File: src/rtl/cooling_sensor_scanner_pkg.sv
// Shared definitions for the cooling sensor scanner: channel indices,
// scanner states and the dwell-counter compare helper.
package cooling_pkg;

    localparam int DATA_W_DEFAULT = 3;

    localparam logic [1:0] CH_CALORIE  = 2'd0;
    localparam logic [1:0] CH_TEMP     = 2'd1;
    localparam logic [1:0] CH_PRESSURE = 2'd2;
    localparam logic [1:0] CH_AIR      = 2'd3;

    typedef enum logic [2:0] {
        IDLE,
        SELECT,
        START,
        WAIT,
        GAP
    } scan_state_e;

    // True in the last cycle of a dwell of 'limit' cycles; a limit of 0 behaves as 1.
    function automatic logic dwell_done(input logic [3:0] cnt, input logic [4:0] limit);
        return ({1'b0, cnt} + 5'd1) >= limit;
    endfunction

endpackage

File: src/rtl/cooling_sensor_scanner.sv
// Round-robin scanner for one shared ADC feeding the cooling FSM's four
// sensor registers, with per-channel timeout faults and a scan-complete pulse.
module cooling_sensor_scanner
    import cooling_pkg::*;
#(
    parameter int DATA_W      = DATA_W_DEFAULT,
    parameter int SETTLE_CYC  = 2,
    parameter int TIMEOUT_CYC = 7,
    parameter int SCAN_GAP    = 3
) (
    input  logic              clk,
    input  logic              rst,
    input  logic              enable,
    output logic [1:0]        adc_sel,
    output logic              adc_start,
    input  logic              adc_done,
    input  logic [DATA_W-1:0] adc_data,
    output logic [DATA_W-1:0] calorie,
    output logic [DATA_W-1:0] temperature,
    output logic [DATA_W-1:0] pressure,
    output logic [DATA_W-1:0] air_pressure,
    output logic              scan_valid,
    output logic [3:0]        sensor_fault,
    output logic              busy
);

    localparam logic [4:0] SETTLE_LIM  = 5'(SETTLE_CYC);
    localparam logic [4:0] TIMEOUT_LIM = 5'(TIMEOUT_CYC);
    localparam logic [4:0] GAP_LIM     = 5'(SCAN_GAP);

    scan_state_e       state_q, state_d;
    logic [3:0]        cnt_q, cnt_d;
    logic [1:0]        chan_q, chan_d;
    logic [1:0]        sel_q, sel_d;
    logic [DATA_W-1:0] data_q [4];
    logic [DATA_W-1:0] data_d [4];
    logic [3:0]        fault_q, fault_d;
    logic              scan_valid_q, scan_valid_d;

    always_ff @(posedge clk) begin
        if (rst) begin
            state_q      <= IDLE;
            cnt_q        <= '0;
            chan_q       <= CH_CALORIE;
            sel_q        <= CH_CALORIE;
            fault_q      <= '0;
            scan_valid_q <= 1'b0;
            for (int i = 0; i < 4; i++) begin
                data_q[i] <= '0;
            end
        end else begin
            state_q      <= state_d;
            cnt_q        <= cnt_d;
            chan_q       <= chan_d;
            sel_q        <= sel_d;
            fault_q      <= fault_d;
            scan_valid_q <= scan_valid_d;
            for (int i = 0; i < 4; i++) begin
                data_q[i] <= data_d[i];
            end
        end
    end

    // One dwell counter serves SELECT, WAIT and GAP; it restarts on every state change.
    always_comb begin
        logic finish;
        state_d      = state_q;
        chan_d       = chan_q;
        sel_d        = sel_q;
        fault_d      = fault_q;
        scan_valid_d = 1'b0;
        finish       = 1'b0;
        for (int i = 0; i < 4; i++) begin
            data_d[i] = data_q[i];
        end

        case (state_q)
            IDLE: begin
                if (enable) begin
                    state_d = SELECT;
                    chan_d  = CH_CALORIE;
                    sel_d   = CH_CALORIE;
                end
            end
            SELECT: begin
                if (dwell_done(cnt_q, SETTLE_LIM)) begin
                    state_d = START;
                end
            end
            START: begin
                state_d = WAIT;
            end
            WAIT: begin
                if (adc_done) begin
                    data_d[chan_q]  = adc_data;
                    fault_d[chan_q] = 1'b0;
                    finish          = 1'b1;
                end else if (dwell_done(cnt_q, TIMEOUT_LIM)) begin
                    fault_d[chan_q] = 1'b1;
                    finish          = 1'b1;
                end
                if (finish) begin
                    if (chan_q == CH_AIR) begin
                        state_d      = GAP;
                        scan_valid_d = 1'b1;
                    end else begin
                        state_d = SELECT;
                        chan_d  = chan_q + 2'd1;
                        sel_d   = chan_q + 2'd1;
                    end
                end
            end
            GAP: begin
                if (dwell_done(cnt_q, GAP_LIM)) begin
                    if (enable) begin
                        state_d = SELECT;
                        chan_d  = CH_CALORIE;
                        sel_d   = CH_CALORIE;
                    end else begin
                        state_d = IDLE;
                    end
                end
            end
            default: begin
                state_d = IDLE;
            end
        endcase

        if (state_d != state_q) begin
            cnt_d = '0;
        end else if (cnt_q == 4'hF) begin
            cnt_d = cnt_q;
        end else begin
            cnt_d = cnt_q + 4'd1;
        end
    end

    always_comb begin
        adc_start = (state_q == START);
        busy      = (state_q != IDLE);
    end

    assign adc_sel      = sel_q;
    assign scan_valid   = scan_valid_q;
    assign sensor_fault = fault_q;
    assign calorie      = data_q[CH_CALORIE];
    assign temperature  = data_q[CH_TEMP];
    assign pressure     = data_q[CH_PRESSURE];
    assign air_pressure = data_q[CH_AIR];

endmodule
File: config.mk
export PLATFORM = sky130hd
export DESIGN_NAME = cooling_sensor_scanner
export DESIGN_NICKNAME = d
export VERILOG_FILES = /design/src/rtl/cooling_sensor_scanner_pkg.sv /design/src/rtl/cooling_sensor_scanner.sv
export SDC_FILE = /design/constraint.sdc
export NUM_CORES = 1
export LEC_CHECK = 0
export CAP_MARGIN = 5
export CORE_MARGIN = 1.5
export CORE_UTILIZATION = 24
export DETAILED_ROUTE_END_ITERATION = 10
export PLACE_DENSITY_LB_ADDON = 0.05
export SETUP_SLACK_MARGIN = 0.1
export SLEW_MARGIN = 5
export SYNTH_ARGS = -nofsm -noshare
export SYNTH_HDL_FRONTEND = slang
export SYNTH_SLANG_ARGS = --single-unit
File: constraint.sdc
create_clock -name clk -period 3.1 [get_ports clk]
set_input_delay 0.62 -clock clk [delete_from_list [all_inputs] [get_ports clk]]
set_output_delay 0.62 -clock clk [all_outputs]
set_load 0.05 [all_outputs]
== Word-level counts from Yosys, hierarchy flattened ==
Memories as Yosys holds them, arrays and structs flattened.
Index checks and enable logic that the tools add are counted.

* Memory bits (writable): 12
* Word-level logic and storage cells: 82
* Bits in read-only memories: 0
* Flip-flop bits (word level): 16
* Latch bits: 0
* Memories: 1
* Output and inout port bits: 21
* Bits of input ports: 7

* Muxes and demuxes: 35
* Bitwise logic cells: 10
* Order comparisons: 7
* Equality and inequality tests: 10
* Add/subtract/negate cells: 3
* Shift operators: 0
* Divide/modulo/power cells: 0
* Multipliers: 0
* Reduce and logical (&&, ||, !) cells: 10

{| class="wikitable"
|+ Memories
! memory !! words !! width !! rd ports !! clocked after Yosys merged registers in !! wr ports !! line !! source
|-
| data_q || 4 || 3 || 4 || 0 || 4 || cooling_sensor_scanner.sv:35 || <nowiki>logic [DATA_W-1:0] data_q [4];</nowiki>
|}

{| class="wikitable"
|+ Operators with widths
! kind !! number
|-
| 3-bit 2-to-1 mux || 10
|-
| 12-bit 2-to-1 mux || 2
|-
| 3-bit one-hot mux with 5 select lines || 1
|-
| 12-bit bitwise mux || 1
|-
| 2-bit 2-to-1 mux || 6
|-
| 2-bit one-hot mux with 3 select lines || 2
|-
| 5-bit by 2-bit >= comparator with 1-bit output (second input constant) || 2
|-
| 1-bit 2-to-1 mux || 9
|-
| 4-bit 2-to-1 mux || 2
|-
| 3-bit demux with 2-bit select || 1
|-
| 3-bit by 2-bit == test with 1-bit output (second input constant) || 2
|-
| 2-bit != test (second input constant) || 3
|-
| 3-bit nonzero test || 2
|-
| 4-bit by 1-bit adder with 5-bit output (second input constant) || 1
|-
| 5-bit by 3-bit >= comparator with 1-bit output (second input constant) || 1
|-
| 4-bit by 1-bit adder with 4-bit output (second input constant) || 1
|-
| 4-bit bitwise AND || 1
|-
| 4-bit == test (second input constant) || 1
|-
| 4-bit inverter || 1
|-
| 1-bit bitwise OR || 4
|-
| 4-bit bitwise OR || 1
|-
| 4-bit AND reduction || 1
|-
| 3-bit by 1-bit == test with 1-bit output (second input constant) || 1
|-
| 3-bit == test (second input constant) || 1
|-
| other kinds (16) || 18
|}

== Logic depth before layout (Yosys ltp) ==
Gate-level depths: netlist of run 1.

* Depth in word-level cells: 9
* Mapped depth: 7
* Mapped depth without buffers: 7

== Worst setup path before layout of run 1 ==
No wires, ideal clock.

* Path type: flip-flop to flip-flop
* From: register cnt_q[0]
* To: register cnt_q[2]
* Slack: 1.167 ns
* Clock period less this slack: 1.933 ns
* Path buffers: 0
* Arrival: 1.874 ns
* Data required time: 3.041 ns
* Cell stages (with the launch flop): 8
* Library setup time: 0.059 ns
* Cell sequence: dfxtp_1 > inv_1 > ha_1 > o21bai_1 > a21oi_1 > nand3_1 > a2111oi_2 > o211a_1

* Cells in the longest elaborated chain, start to end: 9
* Elaborated cells on any way between the ends: 15
* Classes of those cells: 2 x add/sub; 3 x order compare; 2 x eq/ne; 7 x mux; 1 x reduce/logical

{| class="wikitable"
|+ RTL lines
! element !! line !! source
|-
| start, declared || cooling_sensor_scanner.sv:32 || <nowiki>logic [3:0] cnt_q, cnt_d;</nowiki>
|-
| start signal, assigned || cooling_sensor_scanner.sv:53 || <nowiki>cnt_q <= cnt_d;</nowiki>
|-
| 4-bit by 1-bit adder with 5-bit output || cooling_sensor_scanner_pkg.sv:22 || <nowiki>return ({1'b0, cnt} + 5'd1) >= limit;</nowiki>
|-
| 5-bit by 3-bit >= comparator with 1-bit output || cooling_sensor_scanner_pkg.sv:22 ||
|-
| 1-bit 2-to-1 mux || cooling_sensor_scanner.sv:98 || <nowiki>end else if (dwell_done(cnt_q, TIMEOUT_LIM)) begin</nowiki>
|-
| 1-bit 2-to-1 mux || cooling_sensor_scanner.sv:94 || <nowiki>if (adc_done) begin</nowiki>
|-
| 1-bit 2-to-1 mux || cooling_sensor_scanner.sv:77 || <nowiki>case (state_q)</nowiki>
|-
| 3-bit 2-to-1 mux || cooling_sensor_scanner.sv:102 || <nowiki>if (finish) begin</nowiki>
|-
| 3-bit one-hot mux with 5 select lines || cooling_sensor_scanner.sv:77 ||
|-
| 3-bit != test || cooling_sensor_scanner.sv:129 || <nowiki>if (state_d != state_q) begin</nowiki>
|-
| 2-bit OR reduction (no line) || -- ||
|}

Several ways; a longest one is shown, not always the timed one. The select of a mux whose other input is x is not followed.
A chain may end at the register's enable or synchronous reset.

== Worst setup path in the final report of run 1 ==
* From: register state_q[1]
* To: output adc_start

* Cells in the longest elaborated chain, start to end: 1

{| class="wikitable"
|+ RTL lines
! element !! line !! source
|-
| start, declared || cooling_sensor_scanner.sv:31 || <nowiki>scan_state_e state_q, state_d;</nowiki>
|-
| start signal, assigned || cooling_sensor_scanner.sv:52 || <nowiki>state_q <= state_d;</nowiki>
|-
| 3-bit by 2-bit == test with 1-bit output || cooling_sensor_scanner.sv:139 || <nowiki>adc_start = (state_q == START);</nowiki>
|-
| end, declared || cooling_sensor_scanner.sv:15 || <nowiki>output logic adc_start,</nowiki>
|}

No other way between the ends.

==> metrics.yaml, run 1 <==
power:
  pwr-share-seq_pct: 40.5
  swShare_pct: 38.7
  p_int_uw: 614
  switchingPower_uw: 389
  cellPowerDensity_nw_per_um2: 588
  fin_total_pwr_uw: 1000
  ir_worst_vdd_mv: 0.201
  p_leak_uw: 0.000596
  p_comb_share_pct: 40.8
  p_clk_share_pct: 18.7
critical_path:
  cp-start-kind: "flop"
  endpoint_kind: "output port"
  reg2reg_depth: 7
  cp_data_required_time_ns: 2.48
  criticalPathCategory: "reg -> out"
  rrSetupSlack_ns: 0.64
  cp.arrival_ns: 2.01
  cp_max_fo: 11
synthesis:
  yosys-top-cells-area: "dfxtp_1 (39%), a21oi_1 (7.8%), ha_1 (6.5%), nand2_1 (6.2%), nand3_1 (6.0%)"
  synthAdderAreaFrac_pct: 6.53
  netlist_instances: 159
  synth_mux_area_share_pct: 1.03
  synthArstFlopShare_pct: 0
  synth_ff_type: "dfxtp_1"
  synth_compound_area_share_pct: 19.0
  yosysMostFrequentCell: "dfxtp_1"
  syn_area_um2: 1340
  synthTopCellsByCount: "dfxtp_1 (26), nand2_1 (22), a21oi_1 (21), nand3_1 (16)"
  synth_fp_nets: 173
  synth_top_family_by_area: "simple AND/OR/NAND/NOR gates"
  ys_warn_count: 0
  synth_xor_area_share_pct: 1.31
  synth.avg_cell_area_um2: 8.44
  yosysTopAreaCellShare_pct: 38.8
  synth-edff-count: 0
  synth_seq_area_share_pct: 38.8
  synth-simple-area-share_pct: 28.1
  synth.distinct_cells: 43
  synth_seq_cells: 26
  yosys.area.top_type: "dfxtp_1"
placed_design:
  portBuffers: 27
  place_hpwl_mm: 2.52
  finalWeightedCongestion: 0.782
  place_area_um2: 1670
die:
  core.rowCount: 27
  dieArea_um2: 6050
  die_h_um: 77.8
  die_w_um: 77.8
  start_util_pct: 24.7
  io_pins: 28
  core_area_um2: 5440
timing:
  clock_skew_ns: 0.0106
  finalSetupViolations: 0
  rsz0062_at_grt: "no"
  worst_hold_slack_ns: 0.457
  max_slew_margin_pct: 57.9
  finalHoldViolations: 0
  fin_tns_setup_ns: 0
  drv_slew: 0
  max_freq_ghz: 0.380
  fin_crit_sh_pct: 84.8
  max_slew.worst_pin.slew_ns: 0.632
  fin_crit_ns: 2.63
clocking:
  cts_root_buffer: "clkbuf_8"
  clk_pin_slew_ns: 0.09
  clockBufferDepth: 2
  htree_levels: 1
  cts_tree: "done"
  clock_latency_ns: 0.27
  numCtsBuffers: 3
  hold_buffers: 0
  postCtsSetupBuffers: 0
  cts.repair.resized: 0
  clock_sinks: 26
cells_and_area:
  fill_cells: 574
  fin_area_um2: 1710
  syn2layout_area_growth_pct: 27.2
  n_antenna_cell: 0
  layout.nets: 198
  drive_gt1_share_pct: 6.04
min_path:
  whs_path_depth: 2
  hold_path.class: "reg -> reg"
grt:
  grt_overflow: 0
  antenna_found_initial: 0
  grt_pass1_vias: 1162
  grt_util_all_layers_pct: 11.8
  grt_pass1_wl_mm: 5.56
  grt_max_degree: 24
drt:
  wl_mm: 3.42
  via_per_inst: 4.63
  num_vias: 1177
  wl_per_cell_um: 13.5
  drt_iter0_drc: 72
  antenna_left: 0
  first_pass_iters: 4
  drc: 0
outcome:
  status: "complete, no violations"
run:
  cap_violations: 0
layer usage:
layer / track usage (%) / wire length (um) / vias up
li1: - / - / 608
met1: 14.7 / 1640 / 550
met2: 20.6 / 1660 / 17
met3: 2.59 / 94 / 2
met4: 2.73 / 25 / 0
met5: 0 / 0 / -
cell type report:
cell class	count	area, um^2	share of cell area [%]
well taps	72	90.1	5.28
multi-input cells	118	751	44.0
inverters	7	26.3	1.54
clock buffers	3	41.3	2.42
flip-flops and latches	26	520	30.5
repair buffers	28	278	16.3
power by group through the flow:
stage                     Sequential (uW)  Clock, uW  Combinational [uW]
after CTS                             406        200                 407
after global routing                  413        215                 442
final                                 406        188                 409
after global placement                414          0                 400
after detailed placement              413          0                 406
after floorplan                       396          0                 331
cell usage in the layout (no fill, tap or decap), types with 2 or more instances in the layout:
master,count
dfxtp_1,26
or2_1,2
nand2_1,22
o211a_1,2
a21oi_1,21
nand2b_1,3
and2_1,3
clkdlybuf4s50_1,27
clkbuf_8,3
nor4b_1,2
inv_1,7
a221oi_1,2
o32ai_1,2
nor2_1,6
nand3_1,16
nor3b_1,4
nor3_1,3
ha_1,7
worst paths after layout:
path,from,endpoint
setup reg to reg,cnt_q[0]$_SDFFE_PP0P_,chan_q[0]$_SDFFE_PP0P_
hold / removal,data_q[3][1]$_SDFFE_PP0P_,data_q[3][1]$_SDFFE_PP0P_
hold reg to reg,data_q[3][1]$_SDFFE_PP0P_,data_q[3][1]$_SDFFE_PP0P_
setup / recovery,state_q[1]$_SDFF_PP0_,adc_start
logic make-up after synthesis:
family | after synthesis
simple gates | 70
compound gates | 38
flops | 26
buf+inv | 15
fa+ha+maj | 7
xor+xnor | 2
mux | 1
stage by stage:
stage                     utilization [%]  worst slack [ns]  instances
final                                31.4             0.471        254
after CTS                            31.4             0.441        254
after global placement               30.6             0.734        251
after global routing                 31.4             0.349        254
after detailed placement             30.6             0.684        251
after floorplan                         -              1.17        159
critical path, stage by stage, from the launching register on:
cell	delay [ns]
dfxtp_1	0.51
nor2b_1	0.27
and2b_2	0.17
clkdlybuf4s50_1	0.79
No activity file was read; power rests on OpenSTA's default activity.
==> run 2: changes to the inputs <==
==> constraint.sdc (replaced) <==
create_clock -name clk -period 2.35 [get_ports clk]
set_input_delay 0.47 -clock clk [delete_from_list [all_inputs] [get_ports clk]]
set_output_delay 0.47 -clock clk [all_outputs]
set_load 0.05 [all_outputs]
==> run 2 against run 1 <==
Register-to-register slack lost 0.35 ns. Non-clock buffer count grew 3. Core utilization grew 1.7 points. Clock skew shrank 0.0067 ns. Global-route usage grew 0.67 points. Setup slack lost 0.18 ns. Total power grew 48%. Critical path type is now reg -> reg. Critical endpoint is now cnt_q[2]$_SDFFE_PP0P_. Largest power group unchanged.
==> metrics.yaml, run 2 (same netlist as run 1, synthesis figures left out) <==
grt:
  grt_max_degree: 16
  grt_util_all_layers_pct: 12.5
  grt_pass1_wl_mm: 6.01
  grt_overflow: 0
  grt_pass1_vias: 1201
  antenna_found_initial: 0
clocking:
  clk_pin_slew_ns: 0.10
  postCtsSetupBuffers: 0
  clockBufferDepth: 2
  htree_levels: 1
  clock_sinks: 26
  numCtsBuffers: 3
  clock_latency_ns: 0.27
  cts_root_buffer: "clkbuf_8"
  cts_tree: "done"
placed_design:
  place_hpwl_mm: 2.59
  portBuffers: 27
  finalWeightedCongestion: 0.847
die:
  die_w_um: 77.8
  die_h_um: 77.8
  core.rowCount: 27
  core_area_um2: 5440
  start_util_pct: 24.7
  io_pins: 28
  dieArea_um2: 6050
min_path:
  hold_path.class: "reg -> reg"
  worstHoldStart: "data_q[3][1]$_SDFFE_PP0P_"
  whs_endpoint: "data_q[3][1]$_SDFFE_PP0P_"
  whs_path_depth: 2
drt:
  met2_length_mm: 1.63
  drt_iter0_drc: 76
  met1_length_mm: 1.69
  wl_met3_um: 130
  wl_per_cell_um: 13.5
  top_layer: "met4"
  via_per_inst: 4.61
  first_pass_iters: 4
  wl_mm: 3.48
  num_vias: 1190
  drc: 0
  antenna_left: 0
cells_and_area:
  drive_gt1_share_pct: 11.3
  layout.nets: 201
  n_antenna_cell: 0
  fill_cells: 570
  syn2layout_area_growth_pct: 34.3
  final_cell_mix: "dfxtp_1 (25), clkdlybuf4s50_1 (25), nand2_1 (22)"
outcome:
  status: "complete, no violations"
critical_path:
  criticalPathCategory: "reg -> reg"
  reg2reg_depth: 6
  r2r_end: "cnt_q[2]$_SDFFE_PP0P_"
  regToRegStartpoint: "cnt_q[1]$_SDFFE_PP0P_"
  cp_data_required_time_ns: 2.58
  endpoint_kind: "flop"
  rrSetupSlack_ns: 0.29
  worstSetupStartpoint: "cnt_q[1]$_SDFFE_PP0P_"
  cp.arrival_ns: 2.28
  cp_max_fo: 6
  cp-start-kind: "flop"
timing:
  rsz0062_at_grt: "no"
  drv_slew: 0
  max_slew.worst_pin.slew_ns: 0.503
  fin_crit_ns: 2.06
  clock_skew_ns: 0.00397
  max_freq_ghz: 0.486
  finalHoldViolations: 0
  fin_tns_setup_ns: 0
  worst_hold_slack_ns: 0.457
  fin_crit_sh_pct: 87.6
  max_slew_margin_pct: 66.4
  finalSetupViolations: 0
power:
  p_leak_uw: 0.000641
  cellPowerDensity_nw_per_um2: 826
  ir_worst_vdd_mv: 0.326
run:
  cap_violations: 0
[run 2: power breakdown]
part | internal (uW) | switching [uW] | total, uW | leakage, uW
Sequential | 476 | 62.3 | 538 | 0.000210
Clock | 228 | 154 | 382 | 0.0000357
Combinational | 236 | 333 | 569 | 0.000395
[run 2: repair_timing]
| action | 4_1_cts | 5_1_grt |
|---|---|---|
| hold buffers | 0 | 0 |
| resized for setup | 3 | 6 |
| setup endpoints to repair | 7 | 11 |
| hold endpoints to repair | 0 | 0 |
[run 2: worst max-delay path, cell delays in order (launching register included)]
cell	delay, ns
dfxtp_1	0.37
ha_1	0.26
nand2b_1	0.18
mux2i_2	0.35
nand3_1	0.20
a2111oi_4	0.45
o211a_1	0.20
[run 2: layout make-up]
cell class	count	area, um^2	share of cell area, %
clock buffer	3	41.3	2.29
clock inverter	1	30.0	1.67
inverter	7	26.3	1.46
multi-input combinational	118	796	44.2
sequential	26	522	29.0
tap	72	90.1	5.00
timing repair buffer	31	297	16.5
[run 2: layer usage]
layer  track usage, %  vias up
li1                 -      614
met1             17.2      546
met2             19.9       28
met3             1.53        2
met4             4.36        0
met5                0        -
[run 2: stage by stage]
| stage | instances | utilization (%) | setup slack [ns] | total power (uW) | area, um^2 |
|---|---|---|---|---|---|
| floorplan | 159 | - | 0.417 | 959 | 1340 |
| finish | 258 | 33.1 | 0.291 | 1490 | 1800 |
| CTS | 258 | 32.5 | 0.131 | 1460 | 1770 |
| detailed placement | 254 | 31.0 | 0.0384 | 1080 | 1690 |
| global route | 258 | 33.1 | 0.139 | 1600 | 1800 |
| global placement | 254 | 31.0 | 0.128 | 1070 | 1690 |
[run 2: worst max path at each step]
stage	slack, ns	to
global placement	0.13	state_q[2]$_SDFF_PP0_
CTS	0.13	cnt_q[2]$_SDFFE_PP0P_
global route	0.14	cnt_q[2]$_SDFFE_PP0P_
finish	0.29	cnt_q[2]$_SDFFE_PP0P_
detailed placement	0.04	chan_q[1]$_SDFFE_PP0P_
floorplan	0.42	cnt_q[2]$_SDFFE_PP0P_
